[src/rtl/ehl_ahb_decoder_mux.sv]
// rtl/ehl_ahb_decoder_mux.sv - AHB-Lite address decoder and slave response multiplexer
`timescale 1ns/1ps
module ehl_ahb_decoder_mux #(
  parameter int                    NSLV = 4,
  parameter logic [32*NSLV-1:0]    BASE = {32'h3000_0000, 32'h2000_0000, 32'h1000_0000, 32'h0000_0000},
  parameter logic [32*NSLV-1:0]    MASK = {NSLV{32'hF000_0000}}
) (
  input  logic                 hclk,
  input  logic                 hresetn,
  input  logic [31:0]          haddr,
  input  logic [1:0]           htrans,
  output logic                 hready,
  output logic [1:0]           hresp,
  output logic [31:0]          hrdata,
  output logic [NSLV-1:0]      hsel_s,
  output logic                 hsel_def,
  input  logic [NSLV-1:0]      hready_s,
  input  logic [2*NSLV-1:0]    hresp_s,
  input  logic [32*NSLV-1:0]   hrdata_s,
  input  logic                 hready_d,
  input  logic [1:0]           hresp_d,
  input  logic [31:0]          hrdata_d,
  input  logic                 err_clr,
  output logic [31:0]          err_addr,
  output logic [7:0]           err_cnt
);

  localparam int IW = (NSLV > 1) ? $clog2(NSLV) : 1;

  // Data-phase target: no transfer, one of the mapped slaves, or the default slave.
  typedef enum logic [1:0] {D_NONE, D_SLV, D_DEF} dkind_t;

  dkind_t          dkind;
  logic [IW-1:0]   didx;
  logic            hit;
  logic [IW-1:0]   hit_idx;
  logic            capture;
  logic            unused_htrans;

  // Only htrans[1] distinguishes active transfers from IDLE/BUSY here.
  assign unused_htrans = htrans[0];

  // Address decode; scanning from the top down lets the lowest matching index win.
  always_comb begin
    hit     = 1'b0;
    hit_idx = '0;
    hsel_s  = '0;
    for (int i = NSLV - 1; i >= 0; i--) begin
      if ((haddr & MASK[32*i +: 32]) == BASE[32*i +: 32]) begin
        hit       = 1'b1;
        hit_idx   = IW'(i);
        hsel_s    = '0;
        hsel_s[i] = 1'b1;
      end
    end
    hsel_def = ~hit;
  end

  // Register the decoded target for the data phase; wait states hold it.
  always_ff @(posedge hclk or negedge hresetn) begin
    if (!hresetn) begin
      dkind <= D_NONE;
      didx  <= '0;
    end else if (hready) begin
      if (!htrans[1]) begin
        dkind <= D_NONE;
        didx  <= '0;
      end else if (hit) begin
        dkind <= D_SLV;
        didx  <= hit_idx;
      end else begin
        dkind <= D_DEF;
        didx  <= '0;
      end
    end
  end

  // Response mux from the registered target; zero added latency from slave to master.
  always_comb begin
    hready = 1'b1;
    hresp  = 2'b00;
    hrdata = 32'h0;
    case (dkind)
      D_SLV: begin
        hready = hready_s[didx];
        hresp  = hresp_s[2*int'(didx) +: 2];
        hrdata = hrdata_s[32*int'(didx) +: 32];
      end
      D_DEF: begin
        hready = hready_d;
        hresp  = hresp_d;
        hrdata = hrdata_d;
      end
      default: begin
        hready = 1'b1;
        hresp  = 2'b00;
        hrdata = 32'h0;
      end
    endcase
  end

  assign capture = hready & hsel_def & htrans[1];

  // Record unmapped accesses; a clear coinciding with a capture counts that capture.
  always_ff @(posedge hclk or negedge hresetn) begin
    if (!hresetn) begin
      err_addr <= 32'h0;
      err_cnt  <= 8'h00;
    end else if (capture) begin
      err_addr <= haddr;
      if (err_clr) begin
        err_cnt <= 8'h01;
      end else if (err_cnt != 8'hFF) begin
        err_cnt <= err_cnt + 8'h01;
      end
    end else if (err_clr) begin
      err_cnt <= 8'h00;
    end
  end

endmodule

[config.mk]
export PLATFORM = sky130hd
export DESIGN_NAME = ehl_ahb_decoder_mux
export DESIGN_NICKNAME = d
export VERILOG_FILES = /design/src/rtl/ehl_ahb_decoder_mux.sv
export SDC_FILE = /design/constraint.sdc
export NUM_CORES = 1
export LEC_CHECK = 0
export ABC_CLOCK_PERIOD_IN_PS = 4500
export BUFFER_PORTS_ARGS = -buffer_cell sky130_fd_sc_hd__buf_2
export CORE_AREA = 2 2 112 114
export DETAILED_ROUTE_END_ITERATION = 12
export DIE_AREA = 0 0 114 116
export PLACE_DENSITY_LB_ADDON = 0.08
export SYNTH_ARGS = -nofsm -noshare
export SYNTH_HDL_FRONTEND = slang
export SYNTH_SLANG_ARGS = --single-unit
[constraint.sdc]
create_clock -name hclk -period 4.5 [get_ports hclk]
set_clock_uncertainty 0.1 [all_clocks]
set_input_delay 0 -clock hclk [delete_from_list [all_inputs] [get_ports hclk]]
set_output_delay 0 -clock hclk [all_outputs]
set_load 0.1 [all_outputs]
==> flow_summary.yaml, run 1 <==
outcome:
  status: "finished, final reports clean"
synthesis:
  synth_cell_types: 42
  synth_cells: 277
  syn_avg_cell_area_um2: 11.5
  syn_nets: 492
  syn_area_mm2: 0.00319
  synth_edf_count: 0
  synth-seq-cells: 44
  synth-seq-area-share_pct: 34.5
  yosysWarnings: 0
  synth_flop_cell: "dfrtp_1"
  async_reset_ff_share_pct: 100
clocking:
  cts_sinks: 44
  holdBufCountCts: 37
  cts_buffers: 5
  htreeDepth: 2
  cts_setup_buffers: 0
  clkLatencyLatePin_ns: 0.28
  cts_root_buf: "clkbuf_16"
  clock_path_buffers: 2
  ctsResizeCount: 0
  clk_pin_slew_ns: 0.06
  cts_tree: "yes"
floorplanning:
  die-area_mm2: 0.0132
  core_mm2: 0.0119
  std_cell_rows: 40
  die_w_um: 114
  start_util_pct: 26.8
  die_h_um: 116
  pin_count: 292
worst_hold_path:
  hp-class: "primary input to register"
  whs_path_depth: 5
global_routing:
  grt_pass1_vias: 3677
  track_usage_pct: 18.7
  grt_max_degree: 45
  grt_pass1_wl_mm: 19.3
  antenna_found_initial: 2
  grt-ovfl-total: 0
sta:
  worst_slack_ns: 1.57
  timing.final.crit_share_pct: 65.0
  final-hold-violation-count: 0
  slew_viol_final: 0
  finalSetupViolations: 0
  whs_ns: 0.0503
  fmax_ghz: 0.342
  rsz0062_at_grt: "false"
  worst_pin_slew_ns: 0.969
  fin_crit_ns: 2.93
  slew_headroom_pct: 35.4
  tns_ns: 0
placed_design:
  placed_area_mm2: 0.00476
  place_congestion: 0.782
  dpl.cell_count: 695
  portBuffers: 290
  dp_hpwl_mm: 10.6
  place_ws_ns: 1.53
power_and_ir_drop:
  total_power_mw: 4.16
  cellPowerDensity_mw_per_mm2: 782
  ir_drop_uv: 643
  p_seq_share_pct: 15.9
  power.internal_mw: 1.51
  pwr-share-clk_pct: 11.1
  swShare_pct: 63.7
  combPwrFrac_pct: 73.0
  switchingPower_mw: 2.65
  leakage_nw: 2.58
layout:
  fin_util_pct: 44.7
  seq_area_mm2: 0.00110
  layout_commonest_cell: "buf_2"
  drive_above_1_share_pct: 63.5
  stdcell_area_mm2: 0.00532
  instances_no_fill: 742
  n_fill_cell: 1181
  area_delta_synth_final_pct: 66.7
  mostFrequentLayoutCells: "buf_2, nor2_1, dfrtp_1, dlygate4sd3_1"
  multi_input_area_mm2: 0.00194
  layout.nets: 807
critical_path:
  path_delay_family: "compound AO/OA/AOI/OAI gates"
  cp_max_fo: 35
  reg2regPathDepth: 8
  required_ns: 4.57
  crit_cells: 8
  worst-path-buf-inv: 3
  crit_top_cell: "buf_4"
  cp_cell_sequence: "inv_1 -> ha_1 -> buf_4 -> a21o_1 -> and2_1 -> o21ai_4 -> buf_4 -> mux2_2"
  cp.arrival_ns: 2.99
  critPathSlowestCell: "o21ai_4"
  cp-start-kind: "register"
  end_kind: "register"
  slowest_delay_ns: 0.72
  worstSetupPathType: "register to register"
drt:
  wl_per_cell_um: 18.0
  vias_per_cell: 4.94
  vias: 3665
  routed_wl_mm: 13.4
  drt_iter0_drc: 210
  firstDrtPassIters: 4
  ant_nets: 0
  drc_errors: 0
flow_run:
  drv_cap: 0
[synth_stat cells, drive strengths merged, types with 2 or more instances]
master	count	area share (%)
dfrtp	44	34
nor2	43	5.1
a22oi	34	8.0
mux4	34	24
mux2	32	11
buf	13	2.6
clkbuf	13	1.5
nand2	9	1.1
inv	7	0.82
nand3	6	0.94
nor3	4	0.63
o21ai	4	0.74
ha	3	1.2
mux2i	3	0.94
a22o	2	0.55
a31oi	2	0.39
nand4	2	0.39
nor2b	2	0.39
nor3b	2	0.47
[per-layer routing]
| layer | track usage, % | vias to the layer above | share of wire (%) |
|---|---|---|---|
| met5 | 0 | - | 0 |
| met4 | 3.09 | 0 | 0.70 |
| met3 | 5.33 | 9 | 9.3 |
| met2 | 34.2 | 175 | 52 |
| met1 | 22.4 | 1781 | 38 |
| li1 | - | 1700 | - |
[area by class of cell]
type | count | share of cell area, %
repair buffers | 334 | 35.2
multi-input cells | 200 | 36.5
well taps | 147 | 3.46
clock inverters | 2 | 1.13
clock buffers | 5 | 2.35
diodes | 3 | 0.141
flip-flops and latches | 44 | 20.7
inverters | 7 | 0.494
[state kept, by name, summed over array words and instances, names as in the netlist]
| signal | count |
|---|---|
| err_addr | 32 |
| err_cnt | 8 |
| didx | 2 |
| dkind | 2 |
[worst paths after layout]
path	from	end	slack [ns]
worst min-delay path	hready_d	didx[0]	0.05
worst min register to register	err_addr[26]	err_addr[26]	0.40
max in group asynchronous	hresetn	didx[1]	3.32
min in group asynchronous	hresetn	err_addr[0]	0.31
worst max-delay path	dkind[0]	err_addr[21]	1.57
worst max register to register	dkind[0]	err_addr[21]	1.57
[power by group through the flow]
stage | sequential (mW) | combinational, mW | clock [mW]
after global placement | 0.660 | 3.01 | 0
after detailed placement | 0.659 | 3.03 | 0
after global routing | 0.688 | 3.16 | 0.489
final | 0.663 | 3.04 | 0.462
after floorplan | 1.78 | 1.38 | 0
after CTS | 0.660 | 3.06 | 0.474
[logic make-up (layout without fill, tap and decap cells)]
family / after synthesis / count (layout) / share of synthesized area, %
adder cells (fa/ha/maj): 3 / 3 / 1.18
AND/OR/NAND/NOR: 77 / 77 / 11.0
other: 0 / 3 / 0
multiplexers: 69 / 69 / 36.2
buffers and inverters: 33 / 348 / 4.98
flip-flops: 44 / 44 / 34.5
AO/OA/AOI/OAI: 51 / 51 / 12.2
[worst min-delay path: cells and delay by family]
family                 cells  cell delay, ns
buffers and inverters      1            0.08
and+or+nand+nor            1            0.07
AOI/OAI and AO/OA          3            0.24
Note: power is estimated with default switching activity, not from simulation.
==> run 2, diff against run 1 <==
--- a/config.mk
+++ b/config.mk
@@ -5,7 +5,8 @@
 export SDC_FILE = /design/constraint.sdc
 export NUM_CORES = 1
 export LEC_CHECK = 0
-export ABC_CLOCK_PERIOD_IN_PS = 4500
+export ABC_AREA = 1
+export ABC_CLOCK_PERIOD_IN_PS = 2700
 export BUFFER_PORTS_ARGS = -buffer_cell sky130_fd_sc_hd__buf_2
 export CORE_AREA = 2 2 112 114
 export DETAILED_ROUTE_END_ITERATION = 12
==> constraint.sdc (replaced) <==
create_clock -name hclk -period 2.7 [get_ports hclk]
set_clock_uncertainty 0.1 [all_clocks]
set_input_delay 0 -clock hclk [delete_from_list [all_inputs] [get_ports hclk]]
set_output_delay 0 -clock hclk [all_outputs]
set_load 0.1 [all_outputs]
==> run 2 against run 1 <==
Die area unchanged. Hold slack better by 0.13 ns. Wire length increased by 22%. Critical path type is now register to output port. First-iteration DRC count increased by 64%. Largest power group unchanged. Sequential share of layout area shrank 2.4 points. Utilization is 5.9 points higher. Critical endpoint is now hrdata[17]. Synthesized area grew 10%. Global-route usage rose by 4.8 points. Count of clock-buffer cells in the layout grew 1. Clock power up 46%. Setup slack got worse by 1.2 ns.
==> flow_summary.yaml, run 2 <==
global_routing:
  antenna_found_initial: 1
  track_usage_pct: 23.6
  grt_max_degree: 45
  grt-ovfl-total: 0
  grt_pass1_wl_mm: 24.8
  grt_pass1_vias: 4911
synthesis:
  synth_edf_count: 0
  synth_area_leader_cell: "dfrtp_1"
  syn_area_mm2: 0.00352
  synth_cell_types: 30
  synthTopCellsByArea: "dfrtp_1, nand2_1, o21ai_0, nor2_1, nand3_1"
  async_reset_ff_share_pct: 100
  synth_flop_cell: "dfrtp_1"
  synth-seq-area-share_pct: 31.3
  synth_cells: 555
  syn_nets: 770
  synth_common_cells: "nand2_1, nor2_1, o21ai_0"
  synth_most_common_cell: "nand2_1"
  yosysWarnings: 0
  synth-seq-cells: 44
  yosysTopAreaCellShare_pct: 31.3
  syn_avg_cell_area_um2: 6.34
layout:
  fin_util_pct: 50.6
  largest_register: "err_addr"
  layout.nets: 1072
  stdcell_area_mm2: 0.00603
  reg_top3: "err_addr (32), err_cnt (8)"
  mostFrequentLayoutCells: "buf_2, nand2_1, nor2_1, o21ai_0, nand3_1"
  drive_above_1_share_pct: 41.1
  layout_commonest_cell: "buf_2"
  largest_reg_flops: 32
  area_delta_synth_final_pct: 71.3
outcome:
  status: "finished, final reports clean"
power_and_ir_drop:
  cellPowerDensity_mw_per_mm2: 1210
  ir_drop_uv: 922
  leakage_nw: 3.07
clocking:
  cts_root_buf: "clkbuf_16"
  cts_tree: "yes"
  cts_buffers: 5
  clock_path_buffers: 2
  cts_setup_buffers: 0
  cts_sinks: 44
  clk_pin_slew_ns: 0.06
  clkLatencyLatePin_ns: 0.28
  htreeDepth: 2
  ctsResizeCount: 0
floorplanning:
  std_cell_rows: 40
  core_mm2: 0.0119
  die_h_um: 116
  start_util_pct: 29.5
  pin_count: 292
  die_w_um: 114
  die-area_mm2: 0.0132
critical_path:
  end_kind: "output port"
  cp.arrival_ns: 2.19
  required_ns: 2.60
  r2r_end: "didx[1]"
  reg2regPathDepth: 7
  r2r_setup_slack_ns: 0.42
  worstReg2RegStart: "dkind[0]"
  cp_max_fo: 21
  worstSetupPathType: "register to output port"
  cp-start-kind: "register"
sta:
  rsz0062_at_grt: "false"
  fmax_ghz: 0.437
  whs_ns: 0.181
  slew_viol_final: 0
  timing.final.crit_share_pct: 84.8
  finalSetupViolations: 0
  slew_headroom_pct: 33.4
  worst_pin_slew_ns: 0.998
  tns_ns: 0
  fin_crit_ns: 2.29
  final-hold-violation-count: 0
worst_hold_path:
  min_to: "didx[1]"
  hp-start: "hready_d"
  whs_path_depth: 4
  hp-class: "primary input to register"
drt:
  drt_iter0_drc: 344
  vias_per_cell: 4.96
  ant_nets: 0
  wl_per_cell_um: 16.2
  vias: 4992
  drc_errors: 0
  routed_wl_mm: 16.4
  firstDrtPassIters: 4
placed_design:
  portBuffers: 290
  place_congestion: 0.939
  placed_area_mm2: 0.00548
  dp_hpwl_mm: 12.2
flow_run:
  drv_cap: 0
==> run 2: repair_timing <==
action	CTS	global route
endpoints found under the setup margin	0	0
hold buffers	38	0
hold endpoints to repair	79	0
==> run 2: kinds of logic after synthesis <==
family                   share of synthesized area [%]
adder cells (fa/ha/maj)                           1.07
flip-flops                                        31.3
XOR/XNOR                                         0.747
buffers and inverters                             8.96
AO/OA/AOI/OAI                                     22.7
AND/OR/NAND/NOR                                   35.3
==> run 2: report_power, final <==
group          switching [mW]  total [mW]  leakage, nW  internal (mW)
clock network           0.238       0.673       0.0809          0.435
registers               0.147        1.06        0.556          0.917
logic                    4.35        5.54         2.44           1.19
==> run 2: how the worst max path moves through the flow <==
stage	from	to
2_1_floorplan	haddr[31]	hsel_s[0]
3_3_place_gp	dkind[0]	err_cnt[7]
4_1_cts	dkind[0]	didx[1]
6_report	dkind[0]	hrdata[17]
5_1_grt	dkind[0]	didx[1]
3_5_place_dp	dkind[0]	err_addr[29]
==> run 2: worst max-delay path, cell delays in order (launching register included) <==
cell	delay (ns)
dfrtp_1	0.38
inv_1	0.10
ha_2	0.40
buf_4	0.34
nand2_1	0.12
a21oi_2	0.13
buf_2	0.44
==> run 2: layer usage <==
layer	vias to the layer above	global-route usage, %	share of wire, %	wire length [µm]
li1	2457	-	-	-
met1	2275	28.5	39	6450
met2	227	41.6	49	7980
met3	33	5.54	9.2	1500
met4	0	7.56	2.6	424
met5	-	0	0	0
==> run 2: layout make-up <==
class,instances,area (µm²)
fill,1258,5890
antenna,2,5.00
inverter,16,65.1
multi-input combinational,449,2220
clock inverter,2,35.0
tap,147,184
sequential,44,1100
timing repair buffer,341,2290
clock buffer,6,129
==> run 2: per-stage QoR <==
step                setup slack [ns]  power (mW)  std cells
CTS                            0.358        7.34       1005
detailed placement             0.586        6.59        959
floorplan                     -0.344        5.30        555
finish                         0.410        7.28       1007
global placement               0.611        6.54        959
global route                   0.258        7.62       1005
